`src/rtl/shift_pipe.sv`:
```
// shift_pipe: S-stage pipelined barrel shifter (left / logical right / arithmetic right)
// with a sticky flag collecting every bit shifted past the result boundary.
// Stage i shifts by 2^i when amount bit i is set; valid/ready flow control collapses bubbles.
module shift_pipe #(
  parameter int unsigned N = 16,
  parameter int unsigned S = 4
) (
  input  logic         clk,
  input  logic         rst_n,
  input  logic         in_valid,
  output logic         in_ready,
  input  logic [N-1:0] in_data,
  input  logic [S-1:0] in_amt,
  input  logic         in_dir,
  input  logic         in_arith,
  output logic         out_valid,
  input  logic         out_ready,
  output logic [N-1:0] out_data,
  output logic         out_sticky
);

  localparam int          NI   = int'(N);
  localparam int          SI   = int'(S);
  localparam logic [N-1:0] ONES = '1;

  // per-stage registers
  logic [S-1:0] v_q;
  logic [S-1:0] dir_q;
  logic [S-1:0] ar_q;
  logic [S-1:0] st_q;
  logic [N-1:0] d_q [S];
  logic [S-1:0] a_q [S];

  // per-stage inputs (stage 0 from ports, stage i from stage i-1) and next values
  logic [S-1:0] adv;
  logic [S-1:0] x_v;
  logic [S-1:0] x_dir;
  logic [S-1:0] x_ar;
  logic [S-1:0] x_st;
  logic [N-1:0] x_d [S];
  logic [S-1:0] x_a [S];
  logic [S-1:0] n_st;
  logic [N-1:0] n_d [S];

  // advance chain: a stage moves when empty or when its successor moves
  always_comb begin
    adv      = '0;
    adv[S-1] = ~v_q[S-1] | out_ready;
    for (int k = SI - 2; k >= 0; k--) begin
      adv[k] = ~v_q[k] | adv[k+1];
    end
  end

  assign in_ready = rst_n & adv[0];

  // route each stage's operand and control from its predecessor
  always_comb begin
    x_v   = '0;
    x_dir = '0;
    x_ar  = '0;
    x_st  = '0;
    for (int i = 0; i < SI; i++) begin
      x_d[i] = '0;
      x_a[i] = '0;
    end
    x_v[0]   = in_valid & in_ready;
    x_d[0]   = in_data;
    x_a[0]   = in_amt;
    x_dir[0] = in_dir;
    x_ar[0]  = in_arith;
    x_st[0]  = 1'b0;
    for (int i = 1; i < SI; i++) begin
      x_v[i]   = v_q[i-1];
      x_d[i]   = d_q[i-1];
      x_a[i]   = a_q[i-1];
      x_dir[i] = dir_q[i-1];
      x_ar[i]  = ar_q[i-1];
      x_st[i]  = st_q[i-1];
    end
  end

  // conditional 2^i shift per stage; out_m marks the bits that leave the word.
  // For arithmetic right shifts only original operand bits below the sign position
  // count: earlier stages already put c = amt[i-1:0] fill copies above it.
  always_comb begin
    int          k;
    int          c;
    int          lim;
    logic [N-1:0] out_m;
    k     = 0;
    c     = 0;
    lim   = 0;
    out_m = '0;
    for (int i = 0; i < SI; i++) begin
      n_d[i]  = x_d[i];
      n_st[i] = x_st[i];
      if (x_a[i][i]) begin
        k = 1 << i;
        c = int'(x_a[i]) & (k - 1);
        if (!x_dir[i]) begin
          n_d[i] = x_d[i] << k;
          out_m  = ~(ONES >> k);
        end else if (!x_ar[i]) begin
          n_d[i] = x_d[i] >> k;
          out_m  = ~(ONES << k);
        end else begin
          n_d[i] = $signed(x_d[i]) >>> k;
          lim    = NI - 1 - c;
          if (k < lim) lim = k;
          if (lim < 0) lim = 0;
          out_m  = ~(ONES << lim);
        end
        n_st[i] = x_st[i] | (|(x_d[i] & out_m));
      end
    end
  end

  // stage registers: only valids and the output stage are reset
  always_ff @(posedge clk) begin
    if (!rst_n) begin
      v_q      <= '0;
      d_q[S-1] <= '0;
      st_q[S-1] <= 1'b0;
    end else begin
      for (int i = 0; i < SI; i++) begin
        if (adv[i]) begin
          v_q[i] <= x_v[i];
          if (x_v[i]) begin
            d_q[i]   <= n_d[i];
            a_q[i]   <= x_a[i];
            dir_q[i] <= x_dir[i];
            ar_q[i]  <= x_ar[i];
            st_q[i]  <= n_st[i];
          end
        end
      end
    end
  end

  assign out_valid  = v_q[S-1];
  assign out_data   = d_q[S-1];
  assign out_sticky = st_q[S-1];

  // last-stage control travels with the result but has no consumer
  logic unused_ctl;
  assign unused_ctl = ^{a_q[S-1], dir_q[S-1], ar_q[S-1]};

endmodule

```
`config.mk`:
```
export PLATFORM = sky130hd
export DESIGN_NAME = shift_pipe
export DESIGN_NICKNAME = d
export VERILOG_FILES = /design/src/rtl/shift_pipe.sv
export SDC_FILE = /design/constraint.sdc
export NUM_CORES = 1
export LEC_CHECK = 0
export CAP_MARGIN = 20
export CORE_ASPECT_RATIO = 1.4
export CORE_UTILIZATION = 56
export CTS_BUF_LIST = sky130_fd_sc_hd__clkbuf_16
export DETAILED_ROUTE_END_ITERATION = 10
export PLACE_DENSITY = 0.84
export SLEW_MARGIN = 20
export SYNTH_ARGS = -nofsm -noshare
export SYNTH_HDL_FRONTEND = slang
export SYNTH_SLANG_ARGS = --single-unit
```
`constraint.sdc`:
```
create_clock -name clk -period 3.05 [get_ports clk]
set_clock_uncertainty 0.15 [all_clocks]
set_input_delay 0.915 -clock clk [delete_from_list [all_inputs] [get_ports clk]]
set_output_delay 0.915 -clock clk [all_outputs]
set_load 0.1 [all_outputs]
```
# Word level (Yosys, flattened, before mapping)
# Memories as Yosys holds them, arrays and structs flattened.
# Cells that the tools add are included.
[word_totals]
reg_bits = 14
mem_bits_ro = 0
n_memories = 2
elab_cells = 136
latch_bits = 0
input_bits = 26
ram_bits = 80
output_inout_bits = 19
[classes]
n_shift = 4
mux = 76
addsub = 3
magnitude_cmp = 7
n_reduce_logical = 8
eq_ne = 0
div_mod_pow = 0
bitwise_logic = 22
mul = 0
[memory_table]
columns = ["memory", "depth", "width", "read_ports", "rd_clocked_by_memory_dff", "write_ports", "line_no", "text"]
rows = [
  ["d_q", 4, 16, 4, 0, 4, "31", "logic [N-1:0] d_q [S];"],
  ["a_q", 4, 4, 3, 0, 4, "32", "logic [S-1:0] a_q [S];"],
]
[op_table]
columns = ["cell", "count"]
rows = [
  ["$mux W32", 31],
  ["$mux W16", 25],
  ["$lt A32 B1 Y1 const B", 4],
  ["$shl A16 B32 Y16 const A", 4],
  ["$and A16 B16 Y16", 4],
  ["$not A16 Y16", 4],
  ["$reduce_or A16 Y1", 4],
  ["$mux W1", 20],
  ["$reduce_and A3 Y1", 3],
  ["$or A1 B1 Y1", 8],
  ["$lt A3 B5 Y1 const A", 1],
  ["$lt A4 B5 Y1 const A", 1],
  ["$lt A5 B5 Y1 const A", 1],
  ["$sub A4 B1 Y5 const A", 1],
  ["$sub A4 B2 Y5 const A", 1],
  ["$sub A4 B3 Y5 const A", 1],
  ["$not A1 Y1", 4],
  ["$and A1 B1 Y1", 2],
  ["$reduce_and A2 Y1", 1],
]

# Longest topological paths before layout
# An unclocked memory read counts as a cell.
[logic_depth]
ltp_word = 21
ltp_mapped = 6
mapped_depth_nobuf = 4

# Worst setup path before layout
# OpenSTA, ideal clock, no wires.
[synth_timing]
path_type = "register -> output"
startpoint = "register v_q[3]"
endpoint = "output in_ready"
setup_slack_ns = -0.129
n_path_buf = 0
t_required_ns = 1.985
stages_incl_launch_ff = 5
arrival_time_ns = 2.114
cell_sequence = "dfxtp_1 > nor2b_1 > and3_1 > nand2_1 > and2_1"
[synth_via]
elab_chain_len = 6
[synth_rtl]
columns = ["element", "line_no", "text"]
rows = [
  ["start, declared", "27", "logic [S-1:0] v_q;"],
  ["start signal, assigned by index", "127", "v_q[i] <= x_v[i];"],
  ["$not A1 Y1", "48", "adv[S-1] = ~v_q[S-1] | out_ready;"],
  ["$or A1 B1 Y1", "48", ""],
  ["$or A1 B1 Y1 (3 in series)", "50", "adv[k] = ~v_q[k] | adv[k+1];"],
  ["$and A1 B1 Y1", "54", "assign in_ready = rst_n & adv[0];"],
  ["end, declared", "11", "output logic in_ready,"],
]
# Every way passes these cells.

# Worst setup path after layout
[layout_timing]
startpoint = "input out_ready"
endpoint = "output in_ready"
[layout_via]
elab_chain_len = 5
[layout_rtl]
columns = ["element", "line_no", "text"]
rows = [
  ["start, declared", "17", "input logic out_ready,"],
  ["$or A1 B1 Y1", "48", ""],
  ["$or A1 B1 Y1 (3 in series)", "50", ""],
  ["$and A1 B1 Y1", "54", ""],
]
# Every way passes these cells.

==> results.cfg <==
[critical_path]
worst_ep_arrival_time_ps = 1870
startpoint = out_ready
rr_endpoint = st_q[2]
cp_max_fo = 3
endpoint_kind = output pin
cp_slowest_stage_delay_ps = 230
path_cells = dlygate4sd2_1, nor2b_1, and3_1, nand2_1, and2_4, buf_12
reg2reg_depth = 5
cp.required_ps = 1980
path_class = in2out
r2r_start = dir_q[1]
reg2reg_setup_slack_ps = 1110
cp-start-kind = primary input
cpMaxStageDelayCell = dlygate4sd2_1

[final_layout]
fill_cells = 465
final_core_util_pct = 71.4
layout_common_cells = 79 x edfxtp_1, 68 x a21oi_1, 47 x nor2_1
diodes = 0
area_delta_synth_final_pct = 21.2
drive_above_1_share_pct = 11.6
final_nets = 419
final_cells = 490
layout_commonest_cell = edfxtp_1

[placement]
gp_congestion = 0.848
place_inst = 473
place_ws_ps = -144
port_buffers = 44
place_hpwl_um = 5110

[floorplanning]
start_util_pct = 58.9
die_h_um = 101
rows = 35
die_x_um = 73.0
boundaryPins = 45
coreArea_um2 = 6700
fp.dieArea_um2 = 7400

[synthesis]
synthSimpleGateAreaFrac_pct = 13.5
synth_compound_area_share_pct = 11.5
synthMuxAreaShare_pct = 8.87
syn_area_um2 = 3950
synth_fp_nets = 376
synth_edf_count = 79
ys_seq_elements = 84
ys.flop_type = edfxtp_1
async_reset_ff_share_pct = 0
synth_cells = 350
ys_warn_count = 0
synth_xor_area_share_pct = 0
ys_seq_area_share_pct = 62.6
synth_cell_types = 28
synth_fa_ha_area_share_pct = 0
synth_top_family_by_area = simple AND/OR/NAND/NOR gates
netlist.area_leader.share_pct = 60.1
synth_area_per_cell_um2 = 11.3
synth_area_leaders = edfxtp_1 60%, mux2i_1 8.9%, a21oi_1 8.6%
synth_area_leader_cell = edfxtp_1

[clock_network]
clk_pin_slew_ps = 60
cts_buffers = 9
cts_tree = built
postCtsHoldBufs = 0
clock_sinks = 84
clock_latency_ps = 330
h-tree-depth = 3
clk_path_buf_depth = 2
cts_root_buffer = clkbuf_16

[power]
ir_drop_mv = 0.344
power_density_nw_per_um2 = 588
p_total_mw = 2.82
cellLeakagePower_nw = 1.80

[drt]
vias = 2686
drtIter0Drc = 82
wl_um = 7060
antenna_left = 0
avgRoutedWirePerCell_um = 14.4
drtPass1Iterations = 4
route.detailed.drc = 0
vias_per_cell = 5.48

[sta]
whs_ps = 270
timing.final.crit_share_pct = 96.4
final-hold-violation-count = 0
tightest_slew_ps = 895
period_minus_slack_ps = 2940
setup_slack_ps = 110
slew_violations = 0
max_slew_margin_pct = 40.4
setup_viol = 0
grt_setup_unrepaired = false
timing.fmax_mhz = 340

[grt]
grt_antenna_before_repair = 0
grt_pass1_wl_um = 11400
grt_pass1_vias = 2516
overflow = 0
grt_max_degree = 34
track_usage_pct = 21.3

[job]
max_cap_violations = 0

[min_path]
hold_path_end = a_q[2][3]
hp-class = reg2reg
min_from = a_q[1][3]
holdPathStages = 0

[outcome]
outcome = completed
==> synthesized netlist by cell type, types with 2 or more instances <==
cell	n
edfxtp_1	79
a21oi_1	68
nor2_1	47
mux2i_1	35
nor2b_1	20
clkbuf_1	16
nand2_1	16
nand3_1	10
o21ai_0	10
inv_1	8
buf_2	6
dfxtp_1	5
nor4_1	5
and3_1	4
nand2b_1	4
a31oi_1	3
and2_1	2
o21a_1	2
==> metal layers <==
layer / vias to the layer above / GRT usage (%) / wire [um]
li1: 1361 / - / -
met1: 1220 / 18.8 / 2430
met5: - / 0 / 0
met3: 21 / 4.38 / 264
met4: 0 / 13.6 / 319
met2: 84 / 41.9 / 4040
==> kinds of logic after synthesis <==
kind of cell           after synthesis
and+or+nand+nor                    112
AOI/OAI and AO/OA                   87
DFF                                 84
muxes                               35
buffers and inverters               32
==> critical path: cells and delay by family <==
family        cells  cell delay, ps
simple gates      4             570
buf+inv           2             390
==> worst max-delay path by stage <==
stage          cells after the start  endpoint  slack, ps
5_1_grt                            6  in_ready         50
6_report                           6  in_ready        110
3_3_place_gp                       6  in_ready       -110
3_5_place_dp                       6  in_ready       -140
2_1_floorplan                      4  in_ready        120
4_1_cts                            6  in_ready        100
==> state kept, by name, summed over array words and instances, names as in the netlist <==
| register | cells |
|---|---|
| ar_q | 3 |
| v_q | 4 |
| st_q | 4 |
| a_q | 6 |
| dir_q | 3 |
| d_q | 64 |
==> report_power, final <==
| group | total, mW | switching (mW) | internal (mW) | leakage, nW |
|---|---|---|---|---|
| Sequential | 1.35 | 0.0388 | 1.31 | 0.783 |
| Clock | 1.20 | 0.405 | 0.790 | 0.166 |
| Combinational | 0.270 | 0.172 | 0.0983 | 0.853 |
| Total | 2.82 | 0.616 | 2.20 | 1.80 |
==> timing repair <==
item                       in CTS  in global routing
setup buffers                   1                  0
setup endpoints to repair       1                  0
gates resized for setup         2                  0
==> stage by stage <==
step           TNS [ps]  instance area (um^2)
2_1_floorplan         0                  3950
3_3_place_gp       -115                  4450
3_5_place_dp       -144                  4450
4_1_cts               0                  4790
5_1_grt               0                  4790
6_report              0                  4790
==> cell type report <==
| cell class | instances | area [um^2] | share of cell area, % |
|---|---|---|---|
| sequential | 84 | 2470 | 51.7 |
| multi-input combinational | 234 | 1340 | 28.0 |
| timing repair buffer | 56 | 494 | 10.3 |
| clock buffer | 9 | 225 | 4.70 |
| tap | 92 | 115 | 2.40 |
| clock inverter | 7 | 109 | 2.27 |
| inverter | 8 | 30.0 | 0.627 |
Note: power is estimated with default switching activity, not from simulation.
